### src/rtl/cc_cond_unit.sv
// Execute-stage condition-code register with one-deep undo shadow and Y86-64 cnd evaluation.
// Optional macro CC_BYPASS_EN forwards incoming cf to cnd/cond_err on an accepted update cycle.
module cc_cond_unit #(
    parameter int              CC_W     = 3,
    parameter logic [CC_W-1:0] CC_RESET = 3'b100
) (
    input  logic            clk,
    input  logic            rst_n,
    input  logic [CC_W-1:0] cf,
    input  logic            set_cc,
    input  logic            suppress,
    input  logic            stall,
    input  logic            cc_restore,
    input  logic [3:0]      ifun,
    output logic [CC_W-1:0] cc,
    output logic            cnd,
    output logic            cond_err,
    output logic            armed,
    output logic            restore_err
);

    logic [CC_W-1:0] cc_r;
    logic [CC_W-1:0] shadow_r;
    logic            armed_r;
    logic            restore_err_r;
    logic [CC_W-1:0] eval_flags_s;
    logic [1:0]      eval_s;

    // Returns {cond_err, cnd} for flags {ZF, SF, OF} and a jXX/cmovXX function code.
    function automatic logic [1:0] eval_cond(input logic [2:0] flags, input logic [3:0] fn);
        logic zf;
        logic x;
        zf = flags[2];
        x  = flags[1] ^ flags[0];
        case (fn)
            4'd0:    eval_cond = {1'b0, 1'b1};
            4'd1:    eval_cond = {1'b0, x | zf};
            4'd2:    eval_cond = {1'b0, x};
            4'd3:    eval_cond = {1'b0, zf};
            4'd4:    eval_cond = {1'b0, ~zf};
            4'd5:    eval_cond = {1'b0, ~x};
            4'd6:    eval_cond = {1'b0, ~x & ~zf};
            default: eval_cond = {1'b1, 1'b0};
        endcase
    endfunction

    // CC register, shadow copy and restore window; stall beats restore beats update.
    always_ff @(posedge clk or negedge rst_n) begin
        if (!rst_n) begin
            cc_r          <= CC_RESET;
            shadow_r      <= CC_RESET;
            armed_r       <= 1'b0;
            restore_err_r <= 1'b0;
        end else if (stall) begin
            restore_err_r <= 1'b0;
        end else if (cc_restore) begin
            if (armed_r) begin
                cc_r          <= shadow_r;
                armed_r       <= 1'b0;
                restore_err_r <= 1'b0;
            end else begin
                restore_err_r <= 1'b1;
            end
        end else if (set_cc && !suppress) begin
            shadow_r      <= cc_r;
            cc_r          <= cf;
            armed_r       <= 1'b1;
            restore_err_r <= 1'b0;
        end else begin
            armed_r       <= 1'b0;
            restore_err_r <= 1'b0;
        end
    end

    // Select which flags feed the condition evaluator.
    always_comb begin
        eval_flags_s = cc_r;
`ifdef CC_BYPASS_EN
        if (set_cc && !suppress && !stall && !cc_restore) begin
            eval_flags_s = cf;
        end else begin
            eval_flags_s = cc_r;
        end
`endif
        eval_s = eval_cond(eval_flags_s, ifun);
    end

    assign cc          = cc_r;
    assign armed       = armed_r;
    assign restore_err = restore_err_r;
    assign cnd         = eval_s[0];
    assign cond_err    = eval_s[1];

endmodule

### config.mk
export PLATFORM = sky130hd
export DESIGN_NAME = cc_cond_unit
export DESIGN_NICKNAME = d
export VERILOG_FILES = /design/src/rtl/cc_cond_unit.sv
export SDC_FILE = /design/constraint.sdc
export NUM_CORES = 1
export LEC_CHECK = 0
export BUFFER_PORTS_ARGS = -buffer_cell sky130_fd_sc_hd__buf_2
export CORE_AREA = 5 5 42 44
export CTS_CLUSTER_SIZE = 20
export DETAILED_ROUTE_END_ITERATION = 10
export DIE_AREA = 0 0 47 49
export PLACE_DENSITY_LB_ADDON = 0.2
export SYNTH_ARGS = -nofsm -noshare
export SYNTH_HDL_FRONTEND = slang
export SYNTH_SLANG_ARGS = --single-unit
export TNS_END_PERCENT = 100
### constraint.sdc
create_clock -name clk -period 1.1 [get_ports clk]
set_input_delay 0.11 -clock clk [delete_from_list [all_inputs] [get_ports clk]]
set_output_delay 0.11 -clock clk [all_outputs]
set_load 0.01 [all_outputs]
==> metrics.md, run 1 <==
| Metric | Value |
|---|---|
| Initial core utilization | between 30% and 40% |
| Worst r2r path cells | 3 |
| Post-synth net total | 47 |
| Hold Fails Final Rpt | 0 |
| Most frequent cells in the layout | buf_2, buf_4, mux2_2 |
| Num CTS Buffers | 3 |
| WL/cell | 12.8 um |
| DR top layer | met4 |
| Drt initial violations | 6 |
| Final Cycle Share | 126% |
| Status | complete, but fails checks |
| Layout Utilization | 52.1% |
| Synth unique cells | 18 |
| Io pins | 20 |
| H-tree Lvls | 1 |
| Sw Share | between 20% and 30% |
| Largest net degree at the start of global routing | 9 |
| Most common cell after layout, fill and taps aside | buf_2 |
| WL met2 | 506 um |
| Max_slew headroom | 76.9% |
| Cell Int Power | 0.000973 W |
| CTS root buf | clkbuf_4 |
| Crit path DAT | 1.27 ns |
| Worst R2R End | cc[1]$_DFFE_PN0P_ |
| Final Skew | 0.00149 ns |
| Clock group share of total power | 17.4% |
| FMAX | 723 MHz |
| RSZ-0062 raised after global routing | yes |
| Total GRT Usage | 10.5% |
| CTS tree | yes |
| Fin nets | just over 80 |
| Detailed placement HPWL | 829 um |
| Post-route ant nets | 0 |
| Chip width | between 40 and 50 um |
| First-pass GRT wire length | 1740 um |
| Synth Register Bits | 8 |
| Die H | 49 um |
| CP max FO | 4 |
| Static leakage | 0.350 nW |
| Met1 WL | 481 um |
| Core ar. | 1400 um^2 |
| Max Cap Viol | 0 |
| Class of the worst hold path | primary input to register |
| Clk buf depth | 2 |
| CP required | about 0.99 ns |
| Reg clk slew, reported paths | roughly 0.050 ns |
| Hold Crit Start | stall |
| Final setup margin | -0.283 ns |
| Pwr Total | 0.00136 W |
| PwrDens | 1860 nW/um^2 |
| Initial antenna violation count | 0 |
| Wirelength, routed | 1090 um |
| ANT cells | 0 |
| Area leader, netlist | dfrtp_1 |
| Final number of max-transition violations | 0 |
| Post-place setup slack | -0.181 ns |
| Worst hold endpoint | restore_err$_DFF_PN0_ |
| Fin Setup TNS | -0.382 ns |
| Drt drc | 0 |
| Top post-synthesis cells by area | dfrtp_1, mux2_2, dfstp_2, nor4bb_1, nor4b_2 |
| Share of cells above drive strength 1 | 71.0% |
| Hold depth | 3 |
| R2R setup slack | around 0.06 ns |
| CTS sink cnt | 8 |
| Row count | 14 |
| Port Buffers | 19 |
| Die Area | 2300 um^2 |
| GP Congestion | between 0.6 and 0.7 |
| Synth top area share | about 34% |
| Reported net switching power | between 0.0003 and 0.0004 W |
| Failing checks | setup timing |
| Clock latency on the worst-skew pair | around 0.25 ns |
| Final Critical Period | 1.38 ns |
| Final setup violation count | 2 |
| Post-synthesis sequential area ratio | about 46% |
| CP endpoint kind | primary output |
| Yosys warns | 0 |
| Met3 WL | 92 um |
| Reg-to-reg startpoint | armed$_DFFE_PN0N_ |
| Cells after Synth | 34 |
| Worst slew pin tran | 0.344 ns |
| Synthesized area | 440 um^2 |
| Post-synthesis average cell area | 13.0 um^2 |
| Vias in the first global route | 387 |
| Hold Slack | around 0.17 ns |
| Drt via density | 4.88 |
| Area grow syn2layout | 65.6% |
| Crit start category | register |
| Global route overflow | 0 |
| Number of detailed-route iterations in the first pass | 3 |
| Vias | a little over 400 |
| Flop pwr share | 35.9% |
| Worst Setup Path Type | register to primary output |
| Gate power share | a little under half |
| Max VDD drop | about 1200 uV |
## worst max-delay path by stage
stage                                  from           endpoint  slack [ns]
after floorplan           armed$_DFFE_PN0N_  cc[0]$_DFFE_PN0P_       -0.03
after global placement           cc_restore  cc[0]$_DFFE_PN0P_       -0.18
after detailed placement         cc_restore  cc[1]$_DFFE_PN0P_       -0.18
after CTS                 cc[2]$_DFFE_PN1P_                cnd       -0.30
after global routing      cc[2]$_DFFE_PN1P_                cnd       -0.38
final                     cc[2]$_DFFE_PN1P_                cnd       -0.28
## cell type report
type,count,area [um^2]
clock buffers,4,26.3
repair buffers,31,208
multi-input cells,26,273
fillers,146,672
flip-flops and latches,8,203
well taps,16,20.0
## layer usage
metal	global-route usage, %	up-vias
li1	-	207
met5	0	-
met1	13.7	194
met3	6.27	2
met4	2.76	0
met2	14.5	12
## cells in the mapped netlist
| master | number |
|---|---|
| xnor2_1 | 1 |
| nor4_1 | 2 |
| a2111o_1 | 1 |
| nor3b_1 | 1 |
| nor4b_2 | 1 |
| a21oi_2 | 1 |
| nor4b_1 | 1 |
| a31o_2 | 1 |
| nor3_1 | 1 |
| nand3_1 | 1 |
| or3b_1 | 1 |
| nor4bb_1 | 2 |
| mux2_2 | 9 |
| dfrtp_1 | 6 |
| a21o_1 | 1 |
| o21ai_0 | 1 |
| dfstp_2 | 2 |
| nand2_1 | 1 |
## critical path, stage by stage, from the launching register on
cell and delay [ns]:
dfstp_2 0.55, nor4bb_4 0.20, nor3_2 0.07, nand3_1 0.07, buf_2 0.13
## registers in the layout, indices dropped and copies added, names as in the netlist
register	count
armed	1
cc	3
restore_err	1
shadow_r	3
## power groups by stage
stage / Clock (W) / Combinational [W] / Sequential [W]
after floorplan: 0 / 0.000204 / 0.000521
after global placement: 0 / 0.000472 / 0.000490
after detailed placement: 0 / 0.000475 / 0.000489
after CTS: 0.000252 / 0.000562 / 0.000484
after global routing: 0.000267 / 0.000692 / 0.000500
final: 0.000236 / 0.000633 / 0.000486
## kinds of logic after synthesis
logic type      Yosys count  share of synthesized area (%)
simple gates             11                           19.6
compound gates            5                           9.38
xor+xnor                  1                           1.99
flops                     8                           46.0
mux                       9                           23.0
## what timing repair did
| item | CTS | global route |
|---|---|---|
| setup buffers | 1 | 1 |
| hold buffers | 1 | 0 |
| pin swaps | 3 | 3 |
| gates resized for setup | 3 | 7 |
| hold endpoints to repair | 8 | 0 |
| endpoints found under the setup margin | 2 | 5 |
## through the flow
stage / area, um^2 / cells
final: 729 / 85
after global routing: 729 / 85
after CTS: 683 / 84
after detailed placement: 623 / 78
after global placement: 623 / 78
after floorplan: 440 / 34
No activity file was read; power rests on OpenSTA's default activity.
==> run 2: changes to the inputs <==
--- a/config.mk
+++ b/config.mk
@@ -10,7 +10,6 @@
 export CTS_CLUSTER_SIZE = 20
 export DETAILED_ROUTE_END_ITERATION = 10
 export DIE_AREA = 0 0 47 49
-export PLACE_DENSITY_LB_ADDON = 0.2
 export SYNTH_ARGS = -nofsm -noshare
 export SYNTH_HDL_FRONTEND = slang
 export SYNTH_SLANG_ARGS = --single-unit
==> run 2 against run 1 <==
Net effect: the flow still finishes with violations (setup timing); sequential cell count stayed put; cell area is 1.9% lower; total power is 7.5% lower; first-iteration DRC count is 100% lower; die area stayed put; non-clock buffer count is 1 higher; critical endpoint unchanged; largest cell class unchanged; largest power group unchanged.
==> metrics.md, run 2 (synthesis results as in run 1) <==
| Metric | Value |
|---|---|
| Status | complete, but fails checks |
| Failing checks | setup timing |
| CTS sink cnt | 8 |
| Hold Fails Final Rpt | 0 |
| Drt initial violations | 0 |
| Slowest stage delay, CP | approximately 0.56 ns |
| Gate power share | 42.2% |
| Num CTS Buffers | 3 |
| Crit path DAT | 1.29 ns |
| Sw Share | 28.9% |
| Port Buffers | 19 |
| Share of cells above drive strength 1 | around 73% |
| Post-place setup slack | -0.200 ns |
| First-pass GRT wire length | about 1700 um |
| Initial core utilization | 31.4% |
| FMAX | 713 MHz |
| Die Area | approximately 2300 um^2 |
| Reported net switching power | 0.000362 W |
| Total GRT Usage | roughly 10% |
| Worst slew pin tran | 0.319 ns |
| Setup crit end | cnd |
| Largest net degree at the start of global routing | 9 |
| Global route overflow | 0 |
| Cell Int Power | 0.000892 W |
| Most common cell after layout, fill and taps aside | buf_2 |
| Max_slew headroom | between 70% and 80% |
| Worst Setup Path Type | register to primary output |
| CTS tree | yes |
| Clock latency on the worst-skew pair | 0.25 ns |
| Flop pwr share | 39.3% |
| Max Cap Viol | 0 |
| Most frequent cells in the layout | buf_2, buf_4, mux2_2 |
| Drt drc | 0 |
| H-tree Lvls | 1 |
| Crit start category | register |
| GP Congestion | 0.682 |
| CTS root buf | clkbuf_4 |
| Pwr Total | 0.00125 W |
| Area grow syn2layout | 62.5% |
| Row count | 14 |
| CP top delay family | flip-flops |
| Clk buf depth | 2 |
| Layout Utilization | between 50% and 60% |
| RSZ-0062 raised after global routing | yes |
| Worst R2R End | cc[1]$_DFFE_PN0P_ |
| Io pins | 20 |
| WL/cell | between 10 and 15 um |
| Layout fillers | 140 |
| CP endpoint kind | primary output |
| Buffers and inverters on the worst path | 1 |
| Reg clk slew, reported paths | 0.05 ns |
| R2R setup slack | approximately 0.050 ns |
| Final setup margin | -0.303 ns |
| Core ar. | 1400 um^2 |
| Final number of max-transition violations | 0 |
| Fin nets | 84 |
| Vias | between 400 and 500 |
| CP max FO | 5 |
| Max VDD drop | around 970 uV |
| Wirelength, routed | 1060 um |
| Vias in the first global route | around 430 |
| Final setup violation count | 1 |
| Crit. path cell count | 4 |
| Final Critical Period | 1.40 ns |
| Chip width | between 40 and 50 um |
| Class of the worst hold path | primary input to register |
| Worst setup path start | cc[2]$_DFFE_PN1P_ |
| Cell Chain, Critical Path | nor4bb_4 -> nor3_2 -> nand3_1 -> buf_2 |
| Final Skew | 0.00452 ns |
| PwrDens | 1750 nW/um^2 |
| Die H | between 40 and 50 um |
| ANT cells | 0 |
| Static leakage | ~0.35 nW |
| Slowest-stage cell, CP | dfstp_2 |
| Reg-to-reg startpoint | armed$_DFFE_PN0N_ |
| CP required | 0.99 ns |
| Post-route ant nets | 0 |
| Drt via density | 5.01 |
| Detailed placement HPWL | 829 um |
| Clock group share of total power | 18.5% |
| Final Cycle Share | 128% |
| Worst r2r path cells | 3 |
| Number of detailed-route iterations in the first pass | 1 |
| Initial antenna violation count | 0 |
==> run 2: final cells by class <==
cell class              instances  area [um^2]  share of cell area, %
multi-input cells              26          272                   37.9
flip-flops and latches          8          203                   28.3
repair buffers                 32          195                   27.3
clock buffers                   4         26.3                   3.67
well taps                      16         20.0                   2.80
==> run 2: worst min-delay path by stage <==
stage,from,endpoint,cells after the start,slack (ns)
2_1_floorplan,rst_n,armed$_DFFE_PN0N_,0,-0.19
3_3_place_gp,rst_n,shadow_r[1]$_DFFE_PN0P_,1,-0.04
3_5_place_dp,rst_n,shadow_r[1]$_DFFE_PN0P_,1,-0.04
4_1_cts,stall,restore_err$_DFF_PN0_,3,0.15
5_1_grt,stall,restore_err$_DFF_PN0_,3,0.15
6_report,stall,restore_err$_DFF_PN0_,3,0.17
==> run 2: power groups by stage <==
stage | registers [W] | clock network, W | logic (W)
2_1_floorplan | 0.000521 | 0 | 0.000204
3_3_place_gp | 0.000487 | 0 | 0.000471
3_5_place_dp | 0.000493 | 0 | 0.000476
4_1_cts | 0.000489 | 0.000244 | 0.000480
5_1_grt | 0.000508 | 0.000269 | 0.000577
6_report | 0.000493 | 0.000232 | 0.000529
==> run 2: what timing repair did <==
item / 4_1_cts / 5_1_grt
hold buffers: 1 / 0
hold endpoints to repair: 8 / 0
pin swaps: 2 / 2
resized for setup: 0 / 7
setup endpoints to repair: 1 / 5
buffers inserted: 0 / 1
==> run 2: stage by stage <==
step / area, um^2 / hold WS (ns) / TNS, ns / cells
3_3_place_gp: 638 / -0.0381 / -1.10 / 80
3_5_place_dp: 638 / -0.0362 / -1.10 / 80
4_1_cts: 674 / 0.149 / -0.308 / 85
5_1_grt: 716 / 0.155 / -0.433 / 86
6_report: 716 / 0.167 / -0.303 / 86
2_1_floorplan: 440 / -0.186 / -0.0564 / 34
==> run 2: tightest hold or removal path, stage by stage <==
cell and delay [ns]:
buf_2 0.09, buf_4 0.12, nor3b_1 0.05
==> run 2: per-layer routing <==
| layer | GRT usage [%] | wire length [um] | vias up |
|---|---|---|---|
| met3 | 2.21 | 74 | 4 |
| li1 | - | - | 209 |
| met1 | 11.9 | 410 | 202 |
| met4 | 6.91 | 13 | 0 |
| met2 | 16.1 | 561 | 16 |
| met5 | 0 | 0 | - |
